===== src/rtl/aes_uart_pkg.sv =====
// Shared types and constants for the AES UART frame controller.
// The CRC helper is used only when AES_UART_CRC8_EN is defined.
package aes_uart_pkg;

    typedef enum logic [3:0] {
        StIdle,
        StCmd,
        StRxKey,
        StRxBlk,
        StStart,
        StWaitCore,
        StTxByte,
        StTxWait,
        StTxGap,
        StTxAck,
        StTxErr
    } state_e;

    localparam logic [7:0] CMD_KEY   = 8'h4B;
    localparam logic [7:0] CMD_ENC   = 8'h45;
    localparam logic [7:0] CMD_DEC   = 8'h44;
    localparam logic [7:0] ACK_BYTE  = 8'h06;
    localparam logic [7:0] ERR_BYTE  = 8'h15;
    localparam logic [7:0] CRC8_POLY = 8'h07;

    // One byte of CRC-8: MSB first, no reflection, no final XOR.
    function automatic logic [7:0] crc8_step(input logic [7:0] crc, input logic [7:0] data);
        logic [7:0] c;
        c = crc ^ data;
        for (int i = 0; i < 8; i++) begin
            c = c[7] ? ((c << 1) ^ CRC8_POLY) : (c << 1);
        end
        return c;
    endfunction

endpackage


===== src/rtl/aes_uart_crc8.sv =====
// Byte-serial CRC-8 accumulator for the result stream.
// Compiled only when AES_UART_CRC8_EN is defined.
`ifdef AES_UART_CRC8_EN
module aes_uart_crc8
    import aes_uart_pkg::*;
(
    input  logic       clk,
    input  logic       reset,
    input  logic       clr_i,
    input  logic       upd_i,
    input  logic [7:0] data_i,
    output logic [7:0] crc_o
);

    logic [7:0] crc_q, crc_d;

    // Clear has priority so a new block always starts from 0x00.
    always_comb begin
        crc_d = crc_q;
        if (clr_i) begin
            crc_d = 8'h00;
        end else if (upd_i) begin
            crc_d = crc8_step(crc_q, data_i);
        end
    end

    // CRC state register.
    always_ff @(posedge clk or negedge reset) begin
        if (!reset) begin
            crc_q <= 8'h00;
        end else begin
            crc_q <= crc_d;
        end
    end

    assign crc_o = crc_q;

endmodule
`endif


===== src/rtl/aes_uart_frame_ctrl.sv =====
// Command-driven UART byte-stream controller in front of an AES-128 core.
// Define AES_UART_CRC8_EN to append a CRC-8 byte after every result block.
module aes_uart_frame_ctrl
    import aes_uart_pkg::*;
#(
    parameter int unsigned BLOCK_BYTES   = 16,
    parameter int unsigned KEY_BYTES     = 16,
    parameter int unsigned TX_GAP_CYCLES = 1000,
    parameter int unsigned CORE_TIMEOUT  = 255
) (
    input  logic                     clk,
    input  logic                     reset,
    input  logic                     enable_i,
    input  logic [7:0]               rx_data_i,
    input  logic                     rx_valid_i,
    input  logic                     tx_ready_i,
    output logic                     tx_start_o,
    output logic [7:0]               tx_data_o,
    output logic [8*KEY_BYTES-1:0]   core_key_o,
    output logic [8*BLOCK_BYTES-1:0] core_block_in_o,
    output logic                     core_mode_o,
    output logic                     core_start_o,
    input  logic                     core_done_i,
    input  logic [8*BLOCK_BYTES-1:0] core_block_out_i,
    output logic                     busy_o,
    output logic                     key_loaded_o,
    output logic                     err_sticky_o
);

    localparam int unsigned MaxBytes = (BLOCK_BYTES > KEY_BYTES) ? BLOCK_BYTES : KEY_BYTES;
    localparam int unsigned CntW     = $clog2(MaxBytes + 1);
    localparam int unsigned TmoW     = $clog2(CORE_TIMEOUT + 2);
    localparam int unsigned GapW     = $clog2(TX_GAP_CYCLES + 1);

    localparam logic [CntW-1:0] KeyLast  = CntW'(KEY_BYTES - 1);
    localparam logic [CntW-1:0] BlkLast  = CntW'(BLOCK_BYTES - 1);
    localparam logic [TmoW-1:0] TmoLimit = TmoW'(CORE_TIMEOUT);
    localparam logic [GapW-1:0] GapLast  = GapW'(TX_GAP_CYCLES - 1);
`ifdef AES_UART_CRC8_EN
    localparam logic [CntW-1:0] CrcIdx   = CntW'(BLOCK_BYTES);
    localparam logic [CntW-1:0] TxLast   = CrcIdx;
`else
    localparam logic [CntW-1:0] TxLast   = BlkLast;
`endif

    state_e                   state_q;
    logic                     rx_valid_q;
    logic [CntW-1:0]          byte_cnt_q;
    logic [TmoW-1:0]          tmo_cnt_q;
    logic [GapW-1:0]          gap_cnt_q;
    logic [8*KEY_BYTES-1:0]   key_q;
    logic [8*BLOCK_BYTES-1:0] blk_q;
    logic [8*BLOCK_BYTES-1:0] res_q;
    logic                     mode_q;
    logic                     key_loaded_q;
    logic                     err_q;
    logic                     tx_start_q;
    logic [7:0]               tx_data_q;
    logic                     core_start_q;
    logic                     tx_seen_low_q;
    logic                     tx_single_q;

    logic                     rx_pulse;
    logic [7:0]               res_byte;
    logic [7:0]               tx_byte;

    assign rx_pulse = rx_valid_i & ~rx_valid_q;

    // Pick the result byte addressed by the byte counter.
    always_comb begin
        res_byte = 8'h00;
        for (int i = 0; i < BLOCK_BYTES; i++) begin
            if (byte_cnt_q == CntW'(i)) begin
                res_byte = res_q[8*i +: 8];
            end
        end
    end

`ifdef AES_UART_CRC8_EN
    logic       crc_clr;
    logic       crc_upd;
    logic [7:0] crc_val;

    // CRC restarts on result capture and absorbs each result byte as it is launched.
    assign crc_clr = enable_i && (state_q == StWaitCore) && core_done_i;
    assign crc_upd = enable_i && (state_q == StTxByte) && tx_ready_i && (byte_cnt_q != CrcIdx);
    assign tx_byte = (byte_cnt_q == CrcIdx) ? crc_val : res_byte;

    aes_uart_crc8 u_crc8 (
        .clk    (clk),
        .reset  (reset),
        .clr_i  (crc_clr),
        .upd_i  (crc_upd),
        .data_i (res_byte),
        .crc_o  (crc_val)
    );
`else
    assign tx_byte = res_byte;
`endif

    // Main controller FSM; all outputs are registered here.
    always_ff @(posedge clk or negedge reset) begin
        if (!reset) begin
            state_q       <= StIdle;
            rx_valid_q    <= 1'b0;
            byte_cnt_q    <= '0;
            tmo_cnt_q     <= '0;
            gap_cnt_q     <= '0;
            key_q         <= '0;
            blk_q         <= '0;
            res_q         <= '0;
            mode_q        <= 1'b0;
            key_loaded_q  <= 1'b0;
            err_q         <= 1'b0;
            tx_start_q    <= 1'b0;
            tx_data_q     <= 8'h00;
            core_start_q  <= 1'b0;
            tx_seen_low_q <= 1'b0;
            tx_single_q   <= 1'b0;
        end else begin
            rx_valid_q   <= rx_valid_i;
            tx_start_q   <= 1'b0;
            core_start_q <= 1'b0;
            if (!enable_i) begin
                state_q      <= StIdle;
                byte_cnt_q   <= '0;
                tmo_cnt_q    <= '0;
                gap_cnt_q    <= '0;
                key_q        <= '0;
                key_loaded_q <= 1'b0;
                err_q        <= 1'b0;
            end else begin
                unique case (state_q)
                    StIdle: state_q <= StCmd;
                    StCmd: begin
                        if (rx_pulse) begin
                            byte_cnt_q <= '0;
                            if (rx_data_i == CMD_KEY) begin
                                state_q <= StRxKey;
                            end else if ((rx_data_i == CMD_ENC || rx_data_i == CMD_DEC)
                                         && key_loaded_q) begin
                                mode_q  <= (rx_data_i == CMD_DEC);
                                state_q <= StRxBlk;
                            end else begin
                                err_q   <= 1'b1;
                                state_q <= StTxErr;
                            end
                        end
                    end
                    StRxKey: begin
                        if (rx_pulse) begin
                            key_q[8*int'(byte_cnt_q) +: 8] <= rx_data_i;
                            // A partial key must never look valid.
                            if (byte_cnt_q == '0) key_loaded_q <= 1'b0;
                            if (byte_cnt_q == KeyLast) begin
                                byte_cnt_q   <= '0;
                                key_loaded_q <= 1'b1;
                                state_q      <= StTxAck;
                            end else begin
                                byte_cnt_q <= byte_cnt_q + CntW'(1);
                            end
                        end
                    end
                    StRxBlk: begin
                        if (rx_pulse) begin
                            blk_q[8*int'(byte_cnt_q) +: 8] <= rx_data_i;
                            if (byte_cnt_q == BlkLast) begin
                                byte_cnt_q <= '0;
                                state_q    <= StStart;
                            end else begin
                                byte_cnt_q <= byte_cnt_q + CntW'(1);
                            end
                        end
                    end
                    StStart: begin
                        core_start_q <= 1'b1;
                        tmo_cnt_q    <= '0;
                        state_q      <= StWaitCore;
                    end
                    StWaitCore: begin
                        // core_done is tested first so it wins over a coincident timeout.
                        if (core_done_i) begin
                            res_q       <= core_block_out_i;
                            byte_cnt_q  <= '0;
                            tx_single_q <= 1'b0;
                            state_q     <= StTxByte;
                        end else if ((tmo_cnt_q + TmoW'(1)) == TmoLimit) begin
                            err_q   <= 1'b1;
                            state_q <= StTxErr;
                        end else begin
                            tmo_cnt_q <= tmo_cnt_q + TmoW'(1);
                        end
                    end
                    StTxByte: begin
                        if (tx_ready_i) begin
                            tx_start_q    <= 1'b1;
                            tx_data_q     <= tx_byte;
                            tx_seen_low_q <= 1'b0;
                            state_q       <= StTxWait;
                        end
                    end
                    StTxAck, StTxErr: begin
                        if (tx_ready_i) begin
                            tx_start_q    <= 1'b1;
                            tx_data_q     <= (state_q == StTxAck) ? ACK_BYTE : ERR_BYTE;
                            tx_single_q   <= 1'b1;
                            tx_seen_low_q <= 1'b0;
                            state_q       <= StTxWait;
                        end
                    end
                    StTxWait: begin
                        if (!tx_seen_low_q) begin
                            if (!tx_ready_i) tx_seen_low_q <= 1'b1;
                        end else if (tx_ready_i) begin
                            if (tx_single_q) begin
                                state_q <= StCmd;
                            end else begin
                                gap_cnt_q <= '0;
                                state_q   <= StTxGap;
                            end
                        end
                    end
                    StTxGap: begin
                        if (gap_cnt_q == GapLast) begin
                            if (byte_cnt_q == TxLast) begin
                                byte_cnt_q <= '0;
                                state_q    <= StCmd;
                            end else begin
                                byte_cnt_q <= byte_cnt_q + CntW'(1);
                                state_q    <= StTxByte;
                            end
                        end else begin
                            gap_cnt_q <= gap_cnt_q + GapW'(1);
                        end
                    end
                    default: state_q <= StIdle;
                endcase
            end
        end
    end

    assign tx_start_o      = tx_start_q;
    assign tx_data_o       = tx_data_q;
    assign core_key_o      = key_q;
    assign core_block_in_o = blk_q;
    assign core_mode_o     = mode_q;
    assign core_start_o    = core_start_q;
    assign busy_o          = (state_q != StIdle);
    assign key_loaded_o    = key_loaded_q;
    assign err_sticky_o    = err_q;

endmodule

===== config.mk =====
export PLATFORM = sky130hd
export DESIGN_NAME = aes_uart_frame_ctrl
export DESIGN_NICKNAME = d
export VERILOG_FILES = /design/src/rtl/aes_uart_pkg.sv /design/src/rtl/aes_uart_crc8.sv /design/src/rtl/aes_uart_frame_ctrl.sv
export SDC_FILE = /design/constraint.sdc
export NUM_CORES = 1
export LEC_CHECK = 0
export ABC_AREA = 1
export CELL_PAD_IN_SITES_DETAIL_PLACEMENT = 1
export CELL_PAD_IN_SITES_GLOBAL_PLACEMENT = 2
export CORE_ASPECT_RATIO = 0.6
export CORE_MARGIN = 3
export CORE_UTILIZATION = 40
export CTS_CLUSTER_DIAMETER = 40
export DETAILED_ROUTE_END_ITERATION = 7
export DONT_BUFFER_PORTS = 1
export GPL_TIMING_DRIVEN = 0
export PLACE_DENSITY_LB_ADDON = 0.1
export SYNTH_ARGS = -nofsm -noshare
export SYNTH_HDL_FRONTEND = slang
export SYNTH_SLANG_ARGS = --single-unit

===== constraint.sdc =====
create_clock -name clk -period 4.63 [get_ports clk]
set_input_delay 1.389 -clock clk [delete_from_list [all_inputs] [get_ports clk]]
set_output_delay 1.389 -clock clk [all_outputs]
set_load 0.02 [all_outputs]

; Word level (Yosys, flattened, before mapping)
; Index checks and enable logic that the tools add are counted.
[word_totals]
register_bits = 428
latch_bits = 0
ramBits = 0
romBits = 0
inputBits = 142
output_inout_bits = 270
word_cells = 192
memories = 0
[op_classes]
addsub = 4
mul = 0
n_div = 0
order_cmp = 0
n_eq_ne = 60
n_shift = 2
muxes = 83
n_bitwise = 3
reduce_logical = 24
[ops]
columns = cell, count
row1 = two-way mux 128 bit, 3
row2 = bitwise mux 128 bit, 2
row3 = two-way mux 8 bit, 18
row4 = variable shift 8 x 33 -> 128 bit (first input constant), 1
row5 = variable part select 8 x 33 -> 128 bit, 1
row6 = two-way mux 4 bit, 15
row7 = two-way mux 10 bit, 5
row8 = != test 3 bit (second input constant), 16
row9 = == test 5 x 4 -> 1 bit (second input constant), 8
row10 = one-hot mux 4 bit (9 select lines), 1
row11 = two-way mux 5 bit, 7
row12 = negation 8 -> 33 bit, 1
row13 = two-way mux 9 bit, 3
row14 = == test 8 x 7 -> 1 bit (second input constant), 3
row15 = two-way mux 1 bit, 21
row16 = == test 5 x 3 -> 1 bit (second input constant), 4
row17 = one-hot mux 10 bit (2 select lines), 1
row18 = one-hot mux 5 bit (4 select lines), 1
row19 = one-hot mux 9 bit (2 select lines), 1
row20 = == test 4 x 3 -> 1 bit (second input constant), 4
row21 = one-hot mux 8 bit (2 select lines), 1
row22 = AND reduction 3 bit, 5
row23 = AND reduction 5 bit, 3
row24 = == test 4 bit (second input constant), 3
row25 = other kinds (31), 48

; Longest topological paths before layout
[depth]
word_depth = 19
mapped_depth = 26
ltp_nobuf = 25

; Worst setup path after synthesis
; OpenSTA, ideal clock, no wires.
[synth_path]
path_kind = input port to flip-flop
startpoint = input enable_i
endpoint = register blk_q[2] (netlist: core_block_in_o[2])
setup_ps = 127
t_arrival_ps = 2770
required_ps = 4503
setup_slack_ps = 1732
stages = 9
path_buffers = 2
path_cell_list = buf_2 > inv_2 > nor2_1 > nand2_2 > inv_2 > buf_2 > nand3_1 > nand2_1 > o21ai_0
[synth_via]
elab_chain_len = 1
[synth_rtl]
columns = item, line
row1 = from (decl), aes_uart_frame_ctrl.sv:13  ; input logic enable_i,
row2 = AND reduction 3 bit (no line), n/a
row3 = "to (signal, indexed assignment)", aes_uart_frame_ctrl.sv:166  ; blk_q[8*int'(byte_cnt_q) +: 8] <= rx_data_i;
row4 = to (decl), aes_uart_frame_ctrl.sv:52  ; logic [8*BLOCK_BYTES-1:0] blk_q;
; No other way between the ends.
; A chain may end at the register's enable or synchronous reset.

; Final worst setup path
[layout_path]
startpoint = register byte_cnt_q[0]
endpoint = register tx_data_q[5] (netlist: tx_data_o[5])
[layout_via]
elab_chain_len = 19
elab_cells_between_ends = 34
cone_classes = eq/ne: 15 / mux: 18 / reduce/logical: 1
[layout_rtl]
columns = item, line
row1 = from (decl), aes_uart_frame_ctrl.sv:48  ; logic [CntW-1:0] byte_cnt_q;
row2 = from (signal assigned), aes_uart_frame_ctrl.sv:160  ; byte_cnt_q <= byte_cnt_q + CntW'(1);
row3 = from (signal assigned), aes_uart_frame_ctrl.sv:171  ; byte_cnt_q <= byte_cnt_q + CntW'(1);
row4 = from (signal assigned), aes_uart_frame_ctrl.sv:229  ; byte_cnt_q <= byte_cnt_q + CntW'(1);
row5 = zero test 5 bit, aes_uart_frame_ctrl.sv:73  ; if (byte_cnt_q == CntW'(i)) begin
row6 = two-way mux 8 bit (15 in series), aes_uart_frame_ctrl.sv:73
row7 = two-way mux 8 bit *, aes_uart_frame_ctrl.sv:73
row8 = two-way mux 8 bit *, aes_uart_frame_ctrl.sv:195  ; if (tx_ready_i) begin
row9 = one-hot mux 8 bit (2 select lines) *, aes_uart_frame_ctrl.sv:133  ; unique case (state_q)
row10 = to (signal assigned), aes_uart_frame_ctrl.sv:197  ; tx_data_q <= tx_byte;
row11 = to (signal assigned), aes_uart_frame_ctrl.sv:205  ; tx_data_q <= (state_q == StTxAck) ? ACK_BYTE : ERR_BYTE;
row12 = to (decl), aes_uart_frame_ctrl.sv:58  ; logic [7:0] tx_data_q;
; Mark *: on every way between the ends. The rest lies on a longest branch, timed or not. The select of a mux whose other input is x is not followed.

==> results.json <==
{
  "yosys.area.top_type": "dfrtp_1",
  "grt_max_degree": 429,
  "synth.distinct_cells": 56,
  "final_hold_viol_count": 0,
  "critPathKind": "reg2reg",
  "finalMaxSlewViolations": 0,
  "wirelength_um": 71900,
  "first_iter_violations": 1257,
  "grtUsageTotal_pct": 27.2,
  "arrival_ns": 4.31,
  "ios": 412,
  "clkSlewWorstSetupHoldPaths_ns": 0.06,
  "synthArstFlopShare_pct": 100,
  "cts_resized": 0,
  "cp.required_ns": 5.13,
  "critPathLaunchType": "flip-flop",
  "synth.avg_cell_area_um2": 8.44,
  "postCtsHoldBufs": 0,
  "rsz0062_at_grt": "no",
  "critPathMaxFanout": 9,
  "cts_made_buffers": 52,
  "netlist_area_um2": 19500,
  "slew_headroom_pct": 35.1,
  "hold_start": "res_q[42]$_DFFE_PN0P_",
  "ys_ff_latch": 428,
  "route.detailed.drc": 0,
  "totalPowerFinal_mw": 11.6,
  "startpoint": "byte_cnt_q[0]$_DFFE_PN0P_",
  "cts-htree-levels": 2,
  "finalSetupViolCount": 0,
  "syn-num-nets": 2465,
  "port_buffers": 0,
  "status": "completed",
  "worstSetupEndpointType": "flip-flop",
  "grt_pass1_wl_um": 107000,
  "maxCapViolCount": 0,
  "worstMarginPinSlew_ns": 0.973,
  "die_w_um": 291,
  "clock-sinks": 428,
  "synth.top_cells.by_area": "dfrtp_1, nand2_1, inv_1",
  "insertion_delay_ns": 0.59,
  "synth_seq_area_share_pct": 54.8,
  "ys_warn_count": 0,
  "layout-drive-gt1-share_pct": 8.76,
  "cts_setup_buffers": 0,
  "fillers": 5669,
  "ys.flop_type": "dfrtp_1",
  "yosys-top-cells-count": "nand2_1, dfrtp_1, inv_1",
  "p_per_area_nw_per_um2": 523,
  "wire_per_inst_um": 23.6,
  "synthCells": 2314,
  "p_leak_nw": 10.1,
  "clock.fmax_ghz": 0.263,
  "synth.most_common_cell": "nand2_1",
  "coreArea_um2": 48000,
  "grt_pass1_vias": 16900,
  "utilization_pct": 46.0,
  "reg2reg_from": "byte_cnt_q[0]$_DFFE_PN0P_",
  "cts_tree": "built",
  "synth-edff-count": 0,
  "cts_root_buffer": "clkbuf_16",
  "start_util_pct": 40.7,
  "tns_ns": 0,
  "chipHeight_um": 177,
  "vias_per_cell": 5.39,
  "fin_skew_ns": 0.0326,
  "ir_worst_vdd_mv": 0.267,
  "num_rows": 62,
  "hold_class": "reg2reg",
  "ant_nets": 0,
  "fin_crit_sh_pct": 82.3,
  "grt-ovfl-total": 0,
  "dp_hpwl_um": 54300,
  "die_area_um2": 51600,
  "dr.pass1.iters": 5,
  "nets": 2519,
  "antenna_found_initial": 3,
  "synth_top_area_share_pct": 54.8,
  "vias": 16400,
  "place.gp.congestion": 0.855,
  "syn_to_final_growth_pct": 13.1,
  "cts.path.max_buffers": 3,
  "hold-worst-slack_ns": 0.470,
  "post-route-min-period_ns": 3.81
}
-- stage by stage --
stage | cells | instance area, µm² | setup slack, ns
global route | 3051 | 22100 | 0.386
detailed placement | 2954 | 20300 | 0.471
CTS | 3049 | 22100 | 0.780
global placement | 2954 | 20300 | 0.591
floorplan | 2314 | 19500 | 1.73
finish | 3052 | 22100 | 0.821
-- logic make-up after synthesis --
logic type	after synthesis	share of synthesized area [%]
buffers and inverters	405	8.10
adder cells (fa/ha/maj)	9	0.576
multiplexers	8	0.455
AO/OA/AOI/OAI	482	14.5
flip-flops	428	54.8
XOR/XNOR	9	0.480
AND/OR/NAND/NOR	973	21.1
-- cell usage in the layout, fill, tap and decap left out, drive strengths merged, types with 2 or more instances in the layout --
| master | instances |
|---|---|
| o21ai | 250 |
| nor4 | 5 |
| clkinvlp | 7 |
| nor2 | 166 |
| diode | 3 |
| a31oi | 10 |
| nand3 | 106 |
| buf | 44 |
| a21boi | 2 |
| or2 | 7 |
| xor2 | 9 |
| a211oi | 3 |
| ha | 9 |
| nor3 | 31 |
| o31ai | 61 |
| clkbuf | 113 |
| o21a | 43 |
| o22ai | 30 |
| a21oi | 61 |
| o2111ai | 2 |
| bufinv | 4 |
| o221ai | 2 |
| o211ai | 5 |
| o21bai | 6 |
| a221oi | 2 |
| clkinv | 11 |
| inv | 321 |
| dfrtp | 428 |
| nand2 | 642 |
| nand4 | 12 |
| mux2 | 7 |
-- critical path: stages, from the launching register on --
cell	delay [ns]
dfrtp_1	0.47
inv_1	0.28
ha_1	0.20
inv_1	0.05
nor2_1	0.10
ha_1	0.14
clkbuf_1	0.42
inv_1	0.23
o21ai_0	0.28
o21ai_1	0.10
nand2_1	0.06
o211ai_1	0.12
nand2_1	0.08
nand3_1	0.08
nand3_1	0.09
nand3_1	0.07
nand2_1	0.11
nand2_1	0.08
nand3_1	0.12
nand3_1	0.18
nand2_1	0.10
nand2_1	0.05
nand2_1	0.07
nand2_1	0.05
nand2_1	0.06
nand2_1	0.05
nand2_1	0.06
-- power by group --
group / switching (mW) / internal (mW)
Clock: 1.74 / 2.46
Sequential: 0.431 / 4.36
Combinational: 1.89 / 0.681
-- routing by layer --
layer	track usage, %	share of wire (%)	vias to the layer above
met2	39.5	42	450
met5	0	0.018	-
met3	7.60	7.9	113
met4	7.87	2.9	2
li1	-	-	7563
met1	39.5	47	8317
-- path summary, 6_finish.rpt --
| check | to | slack, ns | cells after the start |
|---|---|---|---|
| worst max register to register | tx_data_o[5]$_DFFE_PN0P_ | 0.82 | 26 |
| min in group asynchronous | core_block_in_o[44]$_DFFE_PN0P_ | 0.49 | 0 |
| max in group asynchronous | state_q[0]$_DFFE_PN0P_ | 3.37 | 0 |
| worst max-delay path | tx_data_o[5]$_DFFE_PN0P_ | 0.82 | 26 |
| worst min-delay path | res_q[42]$_DFFE_PN0P_ | 0.47 | 2 |
| worst min register to register | res_q[42]$_DFFE_PN0P_ | 0.47 | 2 |
-- flip-flops by register name (all words and copies together), names as in the netlist, 4 cells and up --
signal,flops
gap_cnt_q,10
res_q,128
byte_cnt_q,5
core_block_in_o,128
tx_data_o,8
core_key_o,128
tmo_cnt_q,9
state_q,4
-- area by class of cell --
| type | instances | area, µm² | share of cell area (%) |
|---|---|---|---|
| diodes | 3 | 7.51 | 0.0340 |
| plain buffers | 88 | 390 | 1.77 |
| clock buffers | 69 | 1460 | 6.59 |
| clock inverters | 26 | 293 | 1.33 |
| inverters | 317 | 1190 | 5.40 |
| multi-input cells | 1481 | 7240 | 32.8 |
| flip-flops and latches | 428 | 10700 | 48.5 |
| well taps | 640 | 801 | 3.62 |
(Power assumes the default switching activity.)
